## config.mk

```make
export PLATFORM = sky130hd
export DESIGN_NAME = seq_mod_remainder
export DESIGN_NICKNAME = d
export VERILOG_FILES = /design/src/rtl/seq_mod_remainder.sv
export SDC_FILE = /design/constraint.sdc
export NUM_CORES = 1
export LEC_CHECK = 0
export CAP_MARGIN = 20
export CORE_MARGIN = 8
export CORE_UTILIZATION = 41
export DETAILED_ROUTE_END_ITERATION = 12
export PLACE_DENSITY_LB_ADDON = 0.3
export SYNTH_ARGS = -nofsm -noshare
export SYNTH_HDL_FRONTEND = slang
export SYNTH_SLANG_ARGS = --single-unit
```

## constraint.sdc

```tcl
create_clock -name clk -period 5.2 [get_ports clk]
set_clock_uncertainty 0.15 [all_clocks]
set_input_delay 1.04 -clock clk [delete_from_list [all_inputs] [get_ports clk]]
set_output_delay 1.04 -clock clk [all_outputs]
set_load 0.03 [all_outputs]
```

## src/rtl/seq_mod_remainder.sv

```systemverilog
// seq_mod_remainder
// -----------------
// Bit-serial modulo-MOD divider. An accepted WIDTH-bit unsigned operand is
// consumed MSB first, one bit per clock, by restoring division. Each step
// produces one quotient bit and the running remainder. The final remainder
// and the WIDTH-bit quotient slice are presented on the output side.
//
// Multi-word operands are handled by chaining. The remainder of the last
// completed word is kept in last_rem. A word accepted with in_chain=1 starts
// from last_rem instead of 0, so words fed most-significant first produce
// N mod MOD at the end. Each word's out_quo is the matching WIDTH-bit slice
// of N / MOD.
//
// Handshake (both sides): a transfer happens on a rising clk edge where
// valid and ready are both 1. The producer holds valid and data until that
// edge. in_ready decodes IDLE and out_valid decodes DONE, both straight from
// the state register, so no combinational path exists from in_* to out_*.
// out_rem and out_quo are registers that do not change while out_valid=1.
//
// Ports:
//   clk       rising-edge clock
//   rst       asynchronous, active-high reset
//   in_valid  operand present
//   in_ready  block can accept an operand (state IDLE)
//   in_data   WIDTH-bit unsigned operand word
//   in_chain  start from the last completed remainder instead of 0
//   out_valid result available (state DONE)
//   out_ready consumer accepts the result
//   out_rem   remainder, always < MOD
//   out_quo   quotient bits for this word
//
// Latency: out_valid rises WIDTH+1 rising edges after the accept edge,
// counting the accept edge as the first. That is WIDTH BUSY cycles.
// Throughput: at most one operand per WIDTH+2 cycles.

module seq_mod_remainder #(
    parameter int WIDTH = 16,
    parameter int MOD   = 7,
    parameter int RW    = $clog2(MOD)
) (
    input  logic             clk,
    input  logic             rst,
    input  logic             in_valid,
    output logic             in_ready,
    input  logic [WIDTH-1:0] in_data,
    input  logic             in_chain,
    output logic             out_valid,
    input  logic             out_ready,
    output logic [RW-1:0]    out_rem,
    output logic [WIDTH-1:0] out_quo
);

    // The bit counter must hold the value WIDTH itself.
    localparam int CW = $clog2(WIDTH + 1);

    // The modulus is at most 2^RW, so it fits in RW+1 bits, the trial width.
    localparam logic [RW:0]   MOD_T      = (RW + 1)'(MOD);
    localparam logic [CW-1:0] COUNT_INIT = CW'(WIDTH);
    localparam logic [CW-1:0] COUNT_ONE  = CW'(1);

    localparam logic [1:0] IDLE = 2'd0;
    localparam logic [1:0] BUSY = 2'd1;
    localparam logic [1:0] DONE = 2'd2;

    logic [1:0]       state_q,    state_d;
    logic [WIDTH-1:0] shift_q,    shift_d;
    logic [RW-1:0]    r_q,        r_d;
    logic [WIDTH-1:0] quo_q,      quo_d;
    logic [CW-1:0]    count_q,    count_d;
    logic [RW-1:0]    last_rem_q, last_rem_d;
    logic [RW-1:0]    out_rem_q,  out_rem_d;
    logic [WIDTH-1:0] out_quo_q,  out_quo_d;

    // One restoring-division step.
    // The trial value is t = 2r + b, where b is the next operand bit.
    // Because r < MOD, t < 2*MOD, so at most one subtraction of MOD is
    // needed to bring it back below MOD. That subtraction sets the
    // quotient bit.
    logic [RW:0]      t_step;
    logic             q_bit;
    logic [RW-1:0]    r_next;
    logic [WIDTH-1:0] quo_next;

    always_comb begin
        t_step   = {r_q, shift_q[WIDTH-1]};
        q_bit    = (t_step >= MOD_T);
        r_next   = q_bit ? RW'(t_step - MOD_T) : RW'(t_step);
        quo_next = {quo_q[WIDTH-2:0], q_bit};
    end

    always_comb begin
        state_d    = state_q;
        shift_d    = shift_q;
        r_d        = r_q;
        quo_d      = quo_q;
        count_d    = count_q;
        last_rem_d = last_rem_q;
        out_rem_d  = out_rem_q;
        out_quo_d  = out_quo_q;

        case (state_q)
            IDLE: begin
                if (in_valid) begin
                    shift_d = in_data;
                    r_d     = in_chain ? last_rem_q : '0;
                    quo_d   = '0;
                    count_d = COUNT_INIT;
                    state_d = BUSY;
                end
            end

            BUSY: begin
                shift_d = {shift_q[WIDTH-2:0], 1'b0};
                r_d     = r_next;
                quo_d   = quo_next;
                count_d = count_q - COUNT_ONE;
                // The last operand bit is consumed this cycle. Publish the
                // result. The chain remainder changes only on completion.
                if (count_q == COUNT_ONE) begin
                    out_rem_d  = r_next;
                    out_quo_d  = quo_next;
                    last_rem_d = r_next;
                    state_d    = DONE;
                end
            end

            DONE: begin
                if (out_ready) begin
                    state_d = IDLE;
                end
            end

            default: begin
                state_d = IDLE;
            end
        endcase
    end

    always_ff @(posedge clk or posedge rst) begin
        if (rst) begin
            state_q    <= IDLE;
            shift_q    <= '0;
            r_q        <= '0;
            quo_q      <= '0;
            count_q    <= '0;
            last_rem_q <= '0;
            out_rem_q  <= '0;
            out_quo_q  <= '0;
        end else begin
            state_q    <= state_d;
            shift_q    <= shift_d;
            r_q        <= r_d;
            quo_q      <= quo_d;
            count_q    <= count_d;
            last_rem_q <= last_rem_d;
            out_rem_q  <= out_rem_d;
            out_quo_q  <= out_quo_d;
        end
    end

    assign in_ready  = (state_q == IDLE);
    assign out_valid = (state_q == DONE);
    assign out_rem   = out_rem_q;
    assign out_quo   = out_quo_q;

endmodule

```

==> flow_summary.ini <==
[finish]
drive_gt1_frac = 0.1462
post_synthesis_to_final_layout_area_growth_pct = 24.90
postLayoutCellArea_mm2 = 0.003251
layout.core_utilization = 0.5209
antenna_cells = 0
fin_nets = 279

[placed_design]
post-dp-hpwl_um = 3245
postPlaceCellArea_mm2 = 0.003050
dpl_worst_slack_ns = 2.227
i_o_buffers = 41
place_congestion = 0.8280

[drt]
ant_nets_after_route = 0
drc = 0
route.detailed.vias_per_inst = 5.128
drt_iter0_drc = 57
detail_route.wl_per_cell_um = 14.21
dr_total_vias = 1728
wirelength_um = 4788
drt_pass1_iterations = 4

[critical_path]
r2r_setup_slk_ns = 2.39
worst_ep_arrival_time_ns = 1.79
worst_setup_path_start_kind = flop
path_delay_family = buffers and inverters
worst-r2r-cell-count = 3
timing.critical_path.to_type = primary output
cp_cell_sequence = nand2b_1, inv_1, clkdlybuf4s50_1
critical_path_cell_count = 3
critical_path.reg2reg.startpoint = state_q[0]
worst-path-buf-inv = 2
delay_of_the_slowest_cell_on_the_worst_path_ns = 0.66
cp_slowest_cell = sky130_fd_sc_hd__clkdlybuf4s50_1
critical_path.endpoint = out_valid
cp-startpoint = state_q[0]
crit_type = flop to primary output
crit_fanout = 14
crit-reg2reg-capture = out_quo[3]
required_ns = 4.01

[die]
die_h_um = 95.67
core_area_mm2 = 0.006241
die-area_mm2 = 0.009153
die_width_um = 95.67
initial_core_utilization = 0.4170
fp-row-count = 29
design.portCount = 42

[clocking]
cts_hold_buf = 0
clock_tree.htree_level_count = 3
cts_tree = done
cts_resized = 0
total_cts_buffers = 9
cell_at_the_root_of_the_clock_tree = sky130_fd_sc_hd__clkbuf_8
clock_sinks = 60
clock_tree_buf_depth = 2
clk-insertion-delay-late_ns = 0.34
clk_transition_reported_paths_ns = 0.07
post-cts-setup-buffer-count = 0

[synth]
synth_area_mm2 = 0.002602
postSynth.topFlopCell = sky130_fd_sc_hd__dfrtp_1
syn_avg_cell_area_um2 = 12.10
ys.warnings.count = 0
yosys_register_bits = 60
post_synth_edffs = 0
syn_nets = 239
synthTopCellsByArea = sky130_fd_sc_hd__dfrtp_1, sky130_fd_sc_hd__mux2_4, sky130_fd_sc_hd__o21ai_0, sky130_fd_sc_hd__a22o_1, sky130_fd_sc_hd__mux2i_1
synth_top_cells_by_count = sky130_fd_sc_hd__dfrtp_1, sky130_fd_sc_hd__o21ai_0, sky130_fd_sc_hd__nand2_1, sky130_fd_sc_hd__a22o_1, sky130_fd_sc_hd__mux2i_1
yosysTopAreaCell = sky130_fd_sc_hd__dfrtp_1
yosysMostFrequentCell = sky130_fd_sc_hd__dfrtp_1
ys_types = 32
number_of_standard_cells_after_synthesis = 215
asyncSetResetFlopFracSynth = 1.000
synth_top_area_frac = 0.5769
synth.yosys.seq_area_share = 0.5769

[pwr]
power_frac_seq = 0.419
power.combinational.fraction = 0.365
power.leakage_nw = 1.491
swShare = 0.3679
power_per_cell_area_mw_per_mm2 = 591.7
internal-power_w = 0.001216
power.ir.vdd_worst_v = 0.0002423
p_sw_w = 0.0007076
clkPwrFrac = 0.216

[timing]
slew-limit-headroom = 0.3367
timing.final.hold_violations = 0
timing.final.max_slew_violations = 0
fin_tns_setup_ns = 0
max_clock_freq_mhz = 335.5
setup_viol_count_final = 0
post-route-worst-setup-slack_ns = 2.219
hold_ws_ns = 0.3275
min_period_over_period = 0.5733
rsz_0062_raised_after_global_routing = false
tightestPinTransition_ns = 0.9905
min_period_ns = 2.981

[global_route]
antenna_violations_before_repair = 0
overflow_after_grt = 0
grt_first_pass_wirelength_um = 8038
globalRouteTotalUtil = 0.1139
grt_pass1_vias = 1700
grt_max_degree = 52

[status]
outcome = finished, final reports clean

[job]
max-cap-violations = 0

[worst_hold_path]
worst_hold_path_type = flop to flop
==> worst register-to-register path: cells and delay by family, from the launching register on <==
family,cells,cell delay (ns)
and+or+nand+nor,2,1.51
DFF,1,0.57
muxes,1,0.47
==> logic make-up (layout without fill, tap and decap cells) <==
kind of cell	after synthesis	after routing	share of synthesized area
compound gates	60	60	0.1466
xor+xnor	2	2	0.006732
fa+ha+maj	3	3	0.01442
buf+inv	18	63	0.03509
flops	60	60	0.5769
mux	27	27	0.1269
simple gates	45	45	0.09327
==> per-stage QoR <==
stage / instances / total power, W
2_1_floorplan: 215 / 0.001306
3_3_place_gp: 321 / 0.001514
3_5_place_dp: 321 / 0.001526
4_1_cts: 337 / 0.001948
5_1_grt: 337 / 0.002054
6_report: 337 / 0.001923
==> registers in the layout, summed over array words and instances (netlist names) <==
| register | flops |
|---|---|
| shift_q | 16 |
| r_q | 3 |
| quo_q | 15 |
| out_quo | 16 |
| count_q | 5 |
| state_q | 2 |
| out_rem | 3 |
==> how the worst min path moves through the flow <==
| stage | slack, ns | end | start | cells past startpoint |
|---|---|---|---|---|
| 3_3_place_gp | 0.31 | shift_q[9] | shift_q[9] | 2 |
| 6_report | 0.33 | out_quo[0] | out_quo[0] | 2 |
| 3_5_place_dp | 0.32 | shift_q[9] | shift_q[9] | 2 |
| 4_1_cts | 0.33 | shift_q[9] | shift_q[9] | 2 |
| 5_1_grt | 0.37 | out_quo[0] | out_quo[0] | 2 |
| 2_1_floorplan | 0.30 | shift_q[4] | shift_q[4] | 2 |
==> metal layers <==
metal	track usage	vias up	wire, µm
met3	0.03465	9	227
met1	0.1459	847	2376
li1	-	840	-
met2	0.1646	32	2081
met5	0	-	0
met4	0.07042	0	102
==> cell usage in the layout, fill, tap and decap left out, drive strengths merged, types with 3 or more instances in the layout <==
cell type,n
a21oi,9
a22o,15
a22oi,4
clkbuf,9
clkdlybuf4s50,41
clkinv,3
dfrtp,60
ha,3
inv,5
mux2,15
mux2i,12
nand2,22
nand2b,5
nor2,4
nor2b,6
o21ai,28
==> power by group through the flow <==
stage               clock network [W]  logic, W  registers [W]
detailed placement                  0  0.000710       0.000815
CTS                          0.000427  0.000714       0.000807
floorplan                           0  0.000437       0.000869
global placement                    0  0.000701       0.000813
global route                 0.000450  0.000770       0.000834
finish                       0.000416  0.000702       0.000805
==> cell type report <==
| type | count | area (µm²) |
|---|---|---|
| well taps | 77 | 96.34 |
| multi-input cells | 137 | 1012 |
| flip-flops and latches | 60 | 1501 |
| repair buffers | 43 | 425.4 |
| clock inverters | 7 | 76.32 |
| fillers | 555 | 2990 |
| inverters | 4 | 15.01 |
| clock buffers | 9 | 123.9 |
No activity file was read; power rests on OpenSTA's default activity.
